File: config.mk
export PLATFORM = sky130hd
export DESIGN_NAME = pipe_stall_ctrl
export DESIGN_NICKNAME = d
export VERILOG_FILES = /design/src/rtl/pipe_stall_ctrl_pkg.sv /design/src/rtl/pipe_stall_ctrl_perf.sv /design/src/rtl/pipe_stall_ctrl.sv
export SDC_FILE = /design/constraint.sdc
export NUM_CORES = 1
export LEC_CHECK = 0
export BUFFER_PORTS_ARGS = -buffer_cell sky130_fd_sc_hd__buf_2
export CAP_MARGIN = 20
export CELL_PAD_IN_SITES_DETAIL_PLACEMENT = 1
export CELL_PAD_IN_SITES_GLOBAL_PLACEMENT = 2
export CORE_MARGIN = 2
export CORE_UTILIZATION = 31
export DETAILED_ROUTE_END_ITERATION = 10
export PLACE_DENSITY_LB_ADDON = 0.1
export SYNTH_ARGS = -nofsm -noshare
export SYNTH_HDL_FRONTEND = slang
export SYNTH_SLANG_ARGS = --single-unit
File: constraint.sdc
create_clock -name clk -period 3.25 [get_ports clk]
set_input_delay 0.1625 -clock clk [delete_from_list [all_inputs] [get_ports clk]]
set_output_delay 0.1625 -clock clk [all_outputs]
set_load 0.02 [all_outputs]
File: src/rtl/pipe_stall_ctrl_pkg.sv
// Purpose: shared state encodings and sizing constants for the pipeline stall controller.
// Latency: n/a (declarations only).
// Backpressure: n/a.
package pipe_stall_ctrl_pkg;

  typedef enum logic [1:0] {
    ST_RUN     = 2'd0,
    ST_BUBBLE  = 2'd1,
    ST_MWAIT   = 2'd2,
    ST_TIMEOUT = 2'd3
  } stall_state_e;

  localparam int MEM_TIMEOUT_DEF = 255;
  localparam int PERF_CNT_W      = 32;

endpackage

File: src/rtl/pipe_stall_ctrl_perf.sv
// Purpose: 32-bit saturating event counter with synchronous clear.
// Latency: count visible one cycle after i_inc.
// Backpressure: none; holds at all-ones instead of wrapping.
// Ports: clk, i_clr (sync clear, wins over inc), i_inc (count enable), o_cnt (current count).
module stall_perf_cnt
  import pipe_stall_ctrl_pkg::*;
(
  input  logic                  clk,
  input  logic                  i_clr,
  input  logic                  i_inc,
  output logic [PERF_CNT_W-1:0] o_cnt
);

  logic [PERF_CNT_W-1:0] r_cnt;

  always_ff @(posedge clk) begin
    if (i_clr) begin
      r_cnt <= '0;
    end else if (i_inc && (r_cnt != '1)) begin
      r_cnt <= r_cnt + PERF_CNT_W'(1);
    end
  end

  assign o_cnt = r_cnt;

endmodule

File: src/rtl/pipe_stall_ctrl.sv
// Purpose: pipeline stall/flush controller (load-use bubble, branch flush, memory wait, timeout).
// Latency: enables/flushes are combinational from state and inputs (same cycle).
// Backpressure: freezes PC..EXMEM while data memory is not ready; stuck in TIMEOUT until rst.
// Ports: clk, rst (sync, active-high); load_use, M_BranchTaken, M_MemReq, mem_ready in;
//        PC_en/IFID_en/IDEX_en/EXMEM_en, IFID/IDEX/EXMEM/MEMWB_flush, mem_err, stall_state out.
// Optional: STALL_PERF_CNT_EN adds lu_stall_cnt, mem_stall_cnt, flush_cnt (32-bit, saturating).
module pipe_stall_ctrl
  import pipe_stall_ctrl_pkg::*;
#(
  parameter int MEM_TIMEOUT = MEM_TIMEOUT_DEF
) (
  input  logic       clk,
  input  logic       rst,
  input  logic       load_use,
  input  logic       M_BranchTaken,
  input  logic       M_MemReq,
  input  logic       mem_ready,
  output logic       PC_en,
  output logic       IFID_en,
  output logic       IDEX_en,
  output logic       EXMEM_en,
  output logic       IFID_flush,
  output logic       IDEX_flush,
  output logic       EXMEM_flush,
  output logic       MEMWB_flush,
  output logic       mem_err,
  output logic [1:0] stall_state
`ifdef STALL_PERF_CNT_EN
  ,
  output logic [PERF_CNT_W-1:0] lu_stall_cnt,
  output logic [PERF_CNT_W-1:0] mem_stall_cnt,
  output logic [PERF_CNT_W-1:0] flush_cnt
`endif
);

  localparam int             CNT_W = $clog2(MEM_TIMEOUT + 1);
  localparam logic [CNT_W-1:0] TMO = CNT_W'(MEM_TIMEOUT);

  stall_state_e     r_state, w_state_nxt;
  logic [CNT_W-1:0] r_cnt, w_cnt_nxt;

  logic w_mem_wait;
  logic w_use_run;     // evaluate the RUN priority chain this cycle
  logic w_chk_mwait;   // mem wait participates (false once MWAIT sees ready)
  logic w_lu_ok;       // load_use honoured (ignored in BUBBLE)
  logic w_lu_fire, w_mem_fire, w_br_fire;

  assign w_mem_wait = M_MemReq & ~mem_ready;

  always_comb begin
    PC_en       = 1'b1;
    IFID_en     = 1'b1;
    IDEX_en     = 1'b1;
    EXMEM_en    = 1'b1;
    IFID_flush  = 1'b0;
    IDEX_flush  = 1'b0;
    EXMEM_flush = 1'b0;
    MEMWB_flush = 1'b0;
    mem_err     = 1'b0;
    w_state_nxt = r_state;
    w_cnt_nxt   = r_cnt;
    w_use_run   = 1'b0;
    w_chk_mwait = 1'b0;
    w_lu_ok     = 1'b0;
    w_lu_fire   = 1'b0;
    w_mem_fire  = 1'b0;
    w_br_fire   = 1'b0;

    case (r_state)
      ST_RUN: begin
        w_use_run   = 1'b1;
        w_chk_mwait = 1'b1;
        w_lu_ok     = 1'b1;
      end
      ST_BUBBLE: begin
        w_use_run   = 1'b1;
        w_chk_mwait = 1'b1;
      end
      ST_MWAIT: begin
        if (!mem_ready) begin
          w_mem_fire = 1'b1;
          // Counter saturates at the limit; that cycle escalates instead of counting on.
          if (r_cnt == TMO) begin
            w_state_nxt = ST_TIMEOUT;
          end else begin
            w_cnt_nxt = r_cnt + CNT_W'(1);
          end
        end else begin
          w_use_run = 1'b1;
          w_lu_ok   = 1'b1;
          w_cnt_nxt = '0;
        end
      end
      ST_TIMEOUT: begin
        PC_en       = 1'b0;
        IFID_en     = 1'b0;
        IDEX_en     = 1'b0;
        EXMEM_en    = 1'b0;
        MEMWB_flush = 1'b1;
        mem_err     = 1'b1;
      end
    endcase

    if (w_use_run) begin
      if (w_chk_mwait && w_mem_wait) begin
        w_mem_fire  = 1'b1;
        w_state_nxt = ST_MWAIT;
        w_cnt_nxt   = CNT_W'(1);
      end else if (M_BranchTaken) begin
        w_br_fire   = 1'b1;
        w_state_nxt = ST_RUN;
        w_cnt_nxt   = '0;
      end else if (w_lu_ok && load_use) begin
        w_lu_fire   = 1'b1;
        w_state_nxt = ST_BUBBLE;
        w_cnt_nxt   = '0;
      end else begin
        w_state_nxt = ST_RUN;
        w_cnt_nxt   = '0;
      end
    end

    if (w_mem_fire) begin
      PC_en       = 1'b0;
      IFID_en     = 1'b0;
      IDEX_en     = 1'b0;
      EXMEM_en    = 1'b0;
      MEMWB_flush = 1'b1;
    end
    if (w_br_fire) begin
      IFID_flush  = 1'b1;
      IDEX_flush  = 1'b1;
      EXMEM_flush = 1'b1;
    end
    if (w_lu_fire) begin
      PC_en      = 1'b0;
      IFID_en    = 1'b0;
      IDEX_flush = 1'b1;
    end

    // Reset holds the whole pipe frozen with bubbles in every stage.
    if (rst) begin
      PC_en       = 1'b0;
      IFID_en     = 1'b0;
      IDEX_en     = 1'b0;
      EXMEM_en    = 1'b0;
      IFID_flush  = 1'b1;
      IDEX_flush  = 1'b1;
      EXMEM_flush = 1'b1;
      MEMWB_flush = 1'b1;
      mem_err     = 1'b0;
      w_lu_fire   = 1'b0;
      w_mem_fire  = 1'b0;
      w_br_fire   = 1'b0;
    end
  end

  always_ff @(posedge clk) begin
    if (rst) begin
      r_state <= ST_RUN;
      r_cnt   <= '0;
    end else begin
      r_state <= w_state_nxt;
      r_cnt   <= w_cnt_nxt;
    end
  end

  assign stall_state = rst ? 2'(ST_RUN) : r_state;

`ifdef STALL_PERF_CNT_EN
  stall_perf_cnt u_lu_cnt (
    .clk   (clk),
    .i_clr (rst),
    .i_inc (w_lu_fire),
    .o_cnt (lu_stall_cnt)
  );

  stall_perf_cnt u_mem_cnt (
    .clk   (clk),
    .i_clr (rst),
    .i_inc (w_mem_fire),
    .o_cnt (mem_stall_cnt)
  );

  stall_perf_cnt u_flush_cnt (
    .clk   (clk),
    .i_clr (rst),
    .i_inc (w_br_fire),
    .o_cnt (flush_cnt)
  );
`else
  logic w_unused_fires;
  assign w_unused_fires = ^{w_lu_fire, w_mem_fire, w_br_fire};
`endif

endmodule

==> results of run 1 <==
-- Yosys cell counts --
master / count
a211oi_1: 3
nand3_1: 2
nand4_1: 2
a21oi_1: 4
buf_4: 3
nor2_4: 1
o32ai_1: 1
nand4_2: 1
inv_1: 2
mux2i_1: 1
and4_4: 1
a2111oi_2: 1
o21ai_1: 2
nor2b_1: 3
o211ai_1: 1
ha_1: 1
nor4_2: 1
nand3b_1: 2
o31ai_1: 1
dfxtp_1: 10
and3_1: 1
a31o_2: 1
a21o_1: 1
o221ai_1: 1
clkbuf_1: 1
o21ai_0: 1
a21oi_2: 1
nor2_1: 8
and2_1: 3
nor3_1: 2
nand2b_1: 3
clkinv_1: 1
nand2_1: 3
o21a_1: 1
a2bb2oi_1: 1
a31oi_1: 3
nor4bb_2: 1
a41oi_1: 1
and2b_1: 1
buf_2: 1
-- registers in the layout (all words and copies together), names as in the netlist --
name	count
r_cnt	8
r_state	2
-- layout by cell type (no fill, tap or decap), drive strengths merged, types with 2 or more instances in the layout --
cell	n
nand3	2
nor2b	3
nand4	3
nor2	9
nand2	3
clkbuf	4
nor3	2
buf	16
and2	3
inv	2
dfxtp	10
a21oi	5
a31oi	3
o21ai	3
nand2b	3
a211oi	3
nand3b	2
-- layout make-up --
class	instances	share of cell area
flip-flops and latches	10	0.256
well taps	27	0.0433
multi-input cells	61	0.537
inverters	3	0.0144
repair buffers	16	0.103
clock buffers	4	0.0465
-- per-layer routing --
| metal | track usage | share of wire |
|---|---|---|
| met1 | 0.205 | 0.49 |
| met2 | 0.259 | 0.46 |
| met3 | 0.0268 | 0.042 |
| met4 | 0.0556 | 0.0073 |
| met5 | 0 | 0 |
-- kinds of logic (layout without fill, tap and decap cells) --
| family | Yosys count | count (layout) | synth area share |
|---|---|---|---|
| adders and majority gates | 1 | 1 | 0.0189 |
| DFF | 10 | 10 | 0.302 |
| buffers and inverters | 8 | 23 | 0.0643 |
| AOI/OAI and AO/OA | 24 | 24 | 0.263 |
| muxes | 1 | 1 | 0.0151 |
| and+or+nand+nor | 35 | 35 | 0.336 |
-- worst paths after layout --
path / from / end / slack, ns / cells past startpoint
worst max register to register: r_cnt[0]$_SDFFE_PP0P_ / r_cnt[5]$_SDFFE_PP0P_ / 1.56 / 5
worst min-delay path: rst / r_state[1]$_SDFFE_PP0P_ / 0.27 / 2
worst max-delay path: r_state[1]$_SDFFE_PP0P_ / IDEX_flush / 1.35 / 5
worst min register to register: r_cnt[1]$_SDFFE_PP0P_ / r_cnt[3]$_SDFFE_PP0P_ / 0.55 / 2
-- power by group --
group,switching (uW),internal [uW],total (uW)
clock,47.1,68.0,115
sequential,4.68,125,130
combinational,30.8,17.3,48.1
total,82.6,210,293
-- metrics by stage --
step,cell area (um^2),hold slack [ns],std cells,power [uW],util
floorplan,662,0.231,79,166,-
global placement,744,0.533,117,181,0.376
detailed placement,744,0.540,117,181,0.376
CTS,781,0.270,121,296,0.394
global route,781,0.302,121,310,0.394
finish,781,0.272,121,293,0.394
-- worst reg2reg max path: cells and delay by family, from the launching register on --
family	cells	cell delay, ns
adders and majority gates	1	0.27
and+or+nand+nor	3	0.57
AOI/OAI and AO/OA	1	0.29
DFF	1	0.47
==> key figures, run 1 <==
Pwr
  • Max VDD drop: 0.182 mV
  • Pwr Density: 375 mW/mm^2
  • Static Leakage: 0.000294 uW

Die
  • Die Y: 50.2 um
  • I/O Pins: 17
  • # rows: 16
  • Area of the core: 0.00198 mm^2
  • Die area: 0.00252 mm^2
  • Die Wd: 50.2 um
  • Initial Util: 0.334

STA
  • RSZ-0062 raised after global routing: no
  • Endpoints failing setup: 0
  • Relative slew slack: 0.737
  • Setup tns final: 0 ns
  • Final Max Slew Viols: 0
  • Worst Tran Pin Value: 0.393 ns
  • Period minus WS final: 1.90 ns
  • Clk_skew: 0.000892 ns
  • Tcrit/Tclk final: 0.585
  • Final hold vios: 0
  • Final worst slack: 1.35 ns
  • Fmax: 526 MHz

Detailed routing
  • Pre-antenna DRT Iters: 4
  • Routed wire length: 1.79 mm
  • Routed vias/inst: 5.47
  • Drt drc: 0
  • DRT antenna net count: 0
  • Initial DRC count: 10
  • Via Count: 662
  • Routed length per instance: 14.8 um

Clocking
  • Post-CTS Hold Buffers: 0
  • Postcts setup bufs: 0
  • CTS Buffer Depth: 2
  • Clock-pin slew on the worst setup and hold paths: 0.07 ns
  • TritonCTS clock tree: done
  • Worst-skew pair later-pin latency: 0.27 ns
  • Post-CTS resize count: 0
  • H-tree depth: 1
  • Clock buffer count from CTS: 3
  • Clock root cell: clkbuf_4
  • CTS sink cnt: 10

Final layout
  • # nets final: 102
  • Layout cells sized above 1: 0.298
  • Number of fill cells: 258
  • FF+latch area: 200 um^2
  • Multi-input gate area: 419 um^2
  • Diode count: 0
  • Synth-to-Final Area Change: 18.0%

Setup path
  • Critical path arrival: 1.74 ns
  • CP Capture Type: output port
  • Crit path max-delay family: simple AND/OR/NAND/NOR gates
  • Crit-path max cell delay: 0.45 ns
  • CP max-delay cell: dfxtp_1
  • CP cell instances: and2_1 -> nor3_1 -> a21o_1 -> nand2b_1 -> buf_2
  • WP buf/inv: 1
  • Setup CP Type: flop to output port
  • Crit Path Max Fanout: 7
  • Worst Path Required: 3.09 ns
  • Startpoint Class: flop

GRT
  • Antenna violations before repair: 0
  • First-pass GRT wire length: 3.01 mm
  • Largest net degree at the start of global routing: 17
  • Total GRT Usage: 0.157
  • Grt total ovfl: 0
  • Vias in the first global route: 663

Run status
  • Status: finished clean

Yosys
  • Dominant cell type by area after synthesis: dfxtp_1
  • Main area contributors after synthesis: dfxtp_1, nor2_1, a211oi_1
  • Seq/Total Area, Yosys: 0.302
  • Syn nets: 86
  • Yosys reg bits: 10
  • Mapped Avg Cell Area: 8.38 um^2
  • Post-synth top area share: 0.302
  • Synth Instances: 79
  • Synth Warn #: 0
  • Count of cell types in the netlist: 40
  • Mapped Area: 662 um^2

Placement
  • Routability Congestion: 0.813
  • Port Buffers: 16
  • Dpl hpwl: 1.26 mm
  • Dpl ws: 1.60 ns

Hold path
  • Hold Crit Class: primary input to flop

Flow run
  • Max Cap Viol: 0
(Power assumes the default switching activity.)
==> run 2: changes to the inputs <==
Settings changed: ABC_AREA set to 1, CORE_UTILIZATION 31 to 24.
Clock period 3.25 ns to 1.6 ns, I/O delays scaled along.
==> run 2 against run 1 <==
Cell count is 55% higher. Clock power increased by 57%. Via count up 20%. Non-clock buffer count up 6. Setup slack worse by 1.2 ns. Critical path type unchanged. Area after synthesis up 14%. Highest routed layer unchanged. Clock-buffer cell count is 1 lower. Clock skew rose by 0.0030 ns. Critical path depth grew 5. Die area up 44%. Flip-flop and latch count stayed put. First-iteration DRC count up 100%.
==> key figures, run 2 <==
GRT
  • Largest net degree at the start of global routing: 13
  • Total GRT Usage: 0.137
  • Vias in the first global route: 800
  • Grt total ovfl: 0
  • First-pass GRT wire length: 3.73 mm
  • Antenna violations before repair: 0

Final layout
  • Most frequent cells in the layout: nand2_1, inv_1, nor2_1, nand3_1, buf_2
  • Diode count: 0
  • Top reg by flops: r_cnt
  • Number of fill cells: 409
  • FF+latch area: 200 um^2
  • # nets final: 152
  • Most common cell after layout, fill and taps aside: nand2_1
  • Top Registers: r_cnt x8, r_state x2
  • Layout cells sized above 1: 0.308
  • Synth-to-Final Area Change: 25.5%
  • Max reg flops: 8
  • Multi-input gate area: 435 um^2

Setup path
  • Setup CP Type: flop to output port
  • Startpoint Class: flop
  • Critical path arrival: 1.38 ns
  • Crit Path Max Fanout: 3
  • CP Capture Type: output port
  • Worst Path Required: 1.52 ns

Clocking
  • CTS sink cnt: 10
  • Clock-pin slew on the worst setup and hold paths: 0.07 ns
  • Post-CTS Hold Buffers: 0
  • TritonCTS clock tree: done
  • Clock buffer count from CTS: 3
  • CTS Buffer Depth: 2
  • Worst-skew pair later-pin latency: 0.26 ns
  • H-tree depth: 1
  • Clock root cell: clkbuf_4

STA
  • Worst Tran Pin Value: 0.381 ns
  • RSZ-0062 raised after global routing: no
  • Clk_skew: 0.00388 ns
  • Relative slew slack: 0.746
  • Final Max Slew Viols: 0
  • Fmax: 685 MHz
  • Period minus WS final: 1.46 ns
  • Tcrit/Tclk final: 0.912
  • Final hold vios: 0
  • Final worst slack: 0.140 ns
  • Endpoints failing setup: 0
  • Setup tns final: 0 ns

Yosys
  • Main area contributors after synthesis: dfxtp_1, nand2_1, nand3_1
  • Count of cell types in the netlist: 22
  • Most instantiated library cell after synthesis: nand2_1
  • Post-synth top area share: 0.264
  • Prevailing post-synth register cell: dfxtp_1
  • Synth Warn #: 0
  • Mapped Area: 757 um^2
  • Synth Instances: 123
  • Synth top cells by count: nand2_1, inv_1, nor2_1
  • Seq/Total Area, Yosys: 0.264
  • Yosys reg bits: 10
  • Post-synthesis async set-or-reset flop share: 0
  • Post-synth EDFFs: 0
  • Syn nets: 130
  • Mapped Avg Cell Area: 6.15 um^2
  • Dominant cell type by area after synthesis: dfxtp_1

Detailed routing
  • Initial DRC count: 20
  • Routed length per instance: 11.2 um
  • Drt drc: 0
  • Routed wire length: 2.10 mm
  • Pre-antenna DRT Iters: 4
  • Via Count: 794
  • DRT antenna net count: 0
  • Routed vias/inst: 4.25

Die
  • Die area: 0.00362 mm^2
  • # rows: 20
  • Initial Util: 0.250
  • I/O Pins: 17
  • Die Wd: 60.2 um
  • Area of the core: 0.00303 mm^2
  • Die Y: 60.2 um

Placement
  • Port Buffers: 16
  • Dpl ws: 0.133 ns
  • Routability Congestion: 0.703
  • Dpl hpwl: 1.68 mm

Pwr
  • Max VDD drop: 0.269 mV
  • Pwr Density: 615 mW/mm^2
  • Combinational power share: 0.243
  • Seq pwr share: 0.446
  • Int Pwr: 397 uW
  • Switching share of power: 0.320
  • Static Leakage: 0.000426 uW
  • Psw: 187 uW
  • Clock power frac: 0.311

Hold path
  • Hold Crit Class: primary input to flop

Flow run
  • Max Cap Viol: 0

Run status
  • Status: finished clean
## run 2: cell count changes in the layout (fill, tap and decap cells not counted), sizes merged, moves of 3 or more
| cell | change |
|---|---|
| nand2 | +25 |
| inv | +23 |
| nand3 | +14 |
| nor2 | +14 |
| buf | +6 |
| o21ai | +4 |
| a211oi | -3 |
| a31oi | -3 |
| and2 | -3 |
| nand2b | -3 |
| nor2b | -3 |
## run 2: layout make-up
type	count	share of cell area
multi-input combinational	83	0.458
sequential	10	0.211
timing repair buffer	22	0.145
inverter	25	0.104
tap	44	0.0580
clock buffer	3	0.0237
## run 2: what timing repair did
action                                  CTS  global route
resized for setup                         2             6
endpoints found under the hold margin     0             0
pin swaps                                 2             2
gates cloned                              0             0
setup buffers                             2             3
endpoints found under the setup margin    2             5
## run 2: kinds of logic (layout without fill, tap and decap cells)
group,Yosys count,after routing,share of synthesized area
DFF,10,10,0.264
and+or+nand+nor,71,71,0.453
adders and majority gates,1,1,0.0165
AOI/OAI and AO/OA,11,11,0.0777
buffers and inverters,30,50,0.188
## run 2: critical path, stage by stage, from the launching register on
cell	delay, ns
dfxtp_1	0.32
inv_2	0.08
nor2_4	0.06
inv_4	0.05
nand2_2	0.04
inv_2	0.06
nand2_2	0.07
nor2_4	0.11
inv_2	0.06
a21oi_4	0.13
buf_6	0.14
## run 2: power groups by stage
stage | registers, uW | logic [uW] | clock network (uW)
after floorplan | 265 | 90.8 | 0
after global placement | 266 | 119 | 0
after detailed placement | 266 | 119 | 0
after CTS | 261 | 127 | 195
after global routing | 262 | 156 | 200
final | 261 | 142 | 181
## run 2: stage by stage
step / util / std cells / hold WS (ns) / total power (uW) / instance area [um^2]
6_report: 0.314 / 187 / 0.173 / 584 / 950
5_1_grt: 0.314 / 187 / 0.204 / 617 / 950
4_1_cts: 0.298 / 184 / 0.146 / 582 / 902
3_5_place_dp: 0.284 / 179 / 0.436 / 386 / 860
3_3_place_gp: 0.284 / 179 / 0.418 / 385 / 860
2_1_floorplan: - / 123 / 0.218 / 356 / 761
## run 2: final timing paths
path,to,cells after the start,start,slack [ns]
min reg2reg,r_cnt[6]$_SDFFE_PP0P_,4,r_cnt[6]$_SDFFE_PP0P_,0.54
min,r_state[0]$_SDFFE_PP0P_,4,rst,0.17
max reg2reg,r_cnt[1]$_SDFFE_PP0P_,8,r_cnt[0]$_SDFFE_PP0P_,0.17
max,IFID_en,10,r_state[1]$_SDFFE_PP0P_,0.14
## run 2: routing by layer
metal	wire, um	GRT usage
met1	1040	0.179
met2	951	0.228
met3	85	0.0195
met4	17	0.0476
met5	0	0
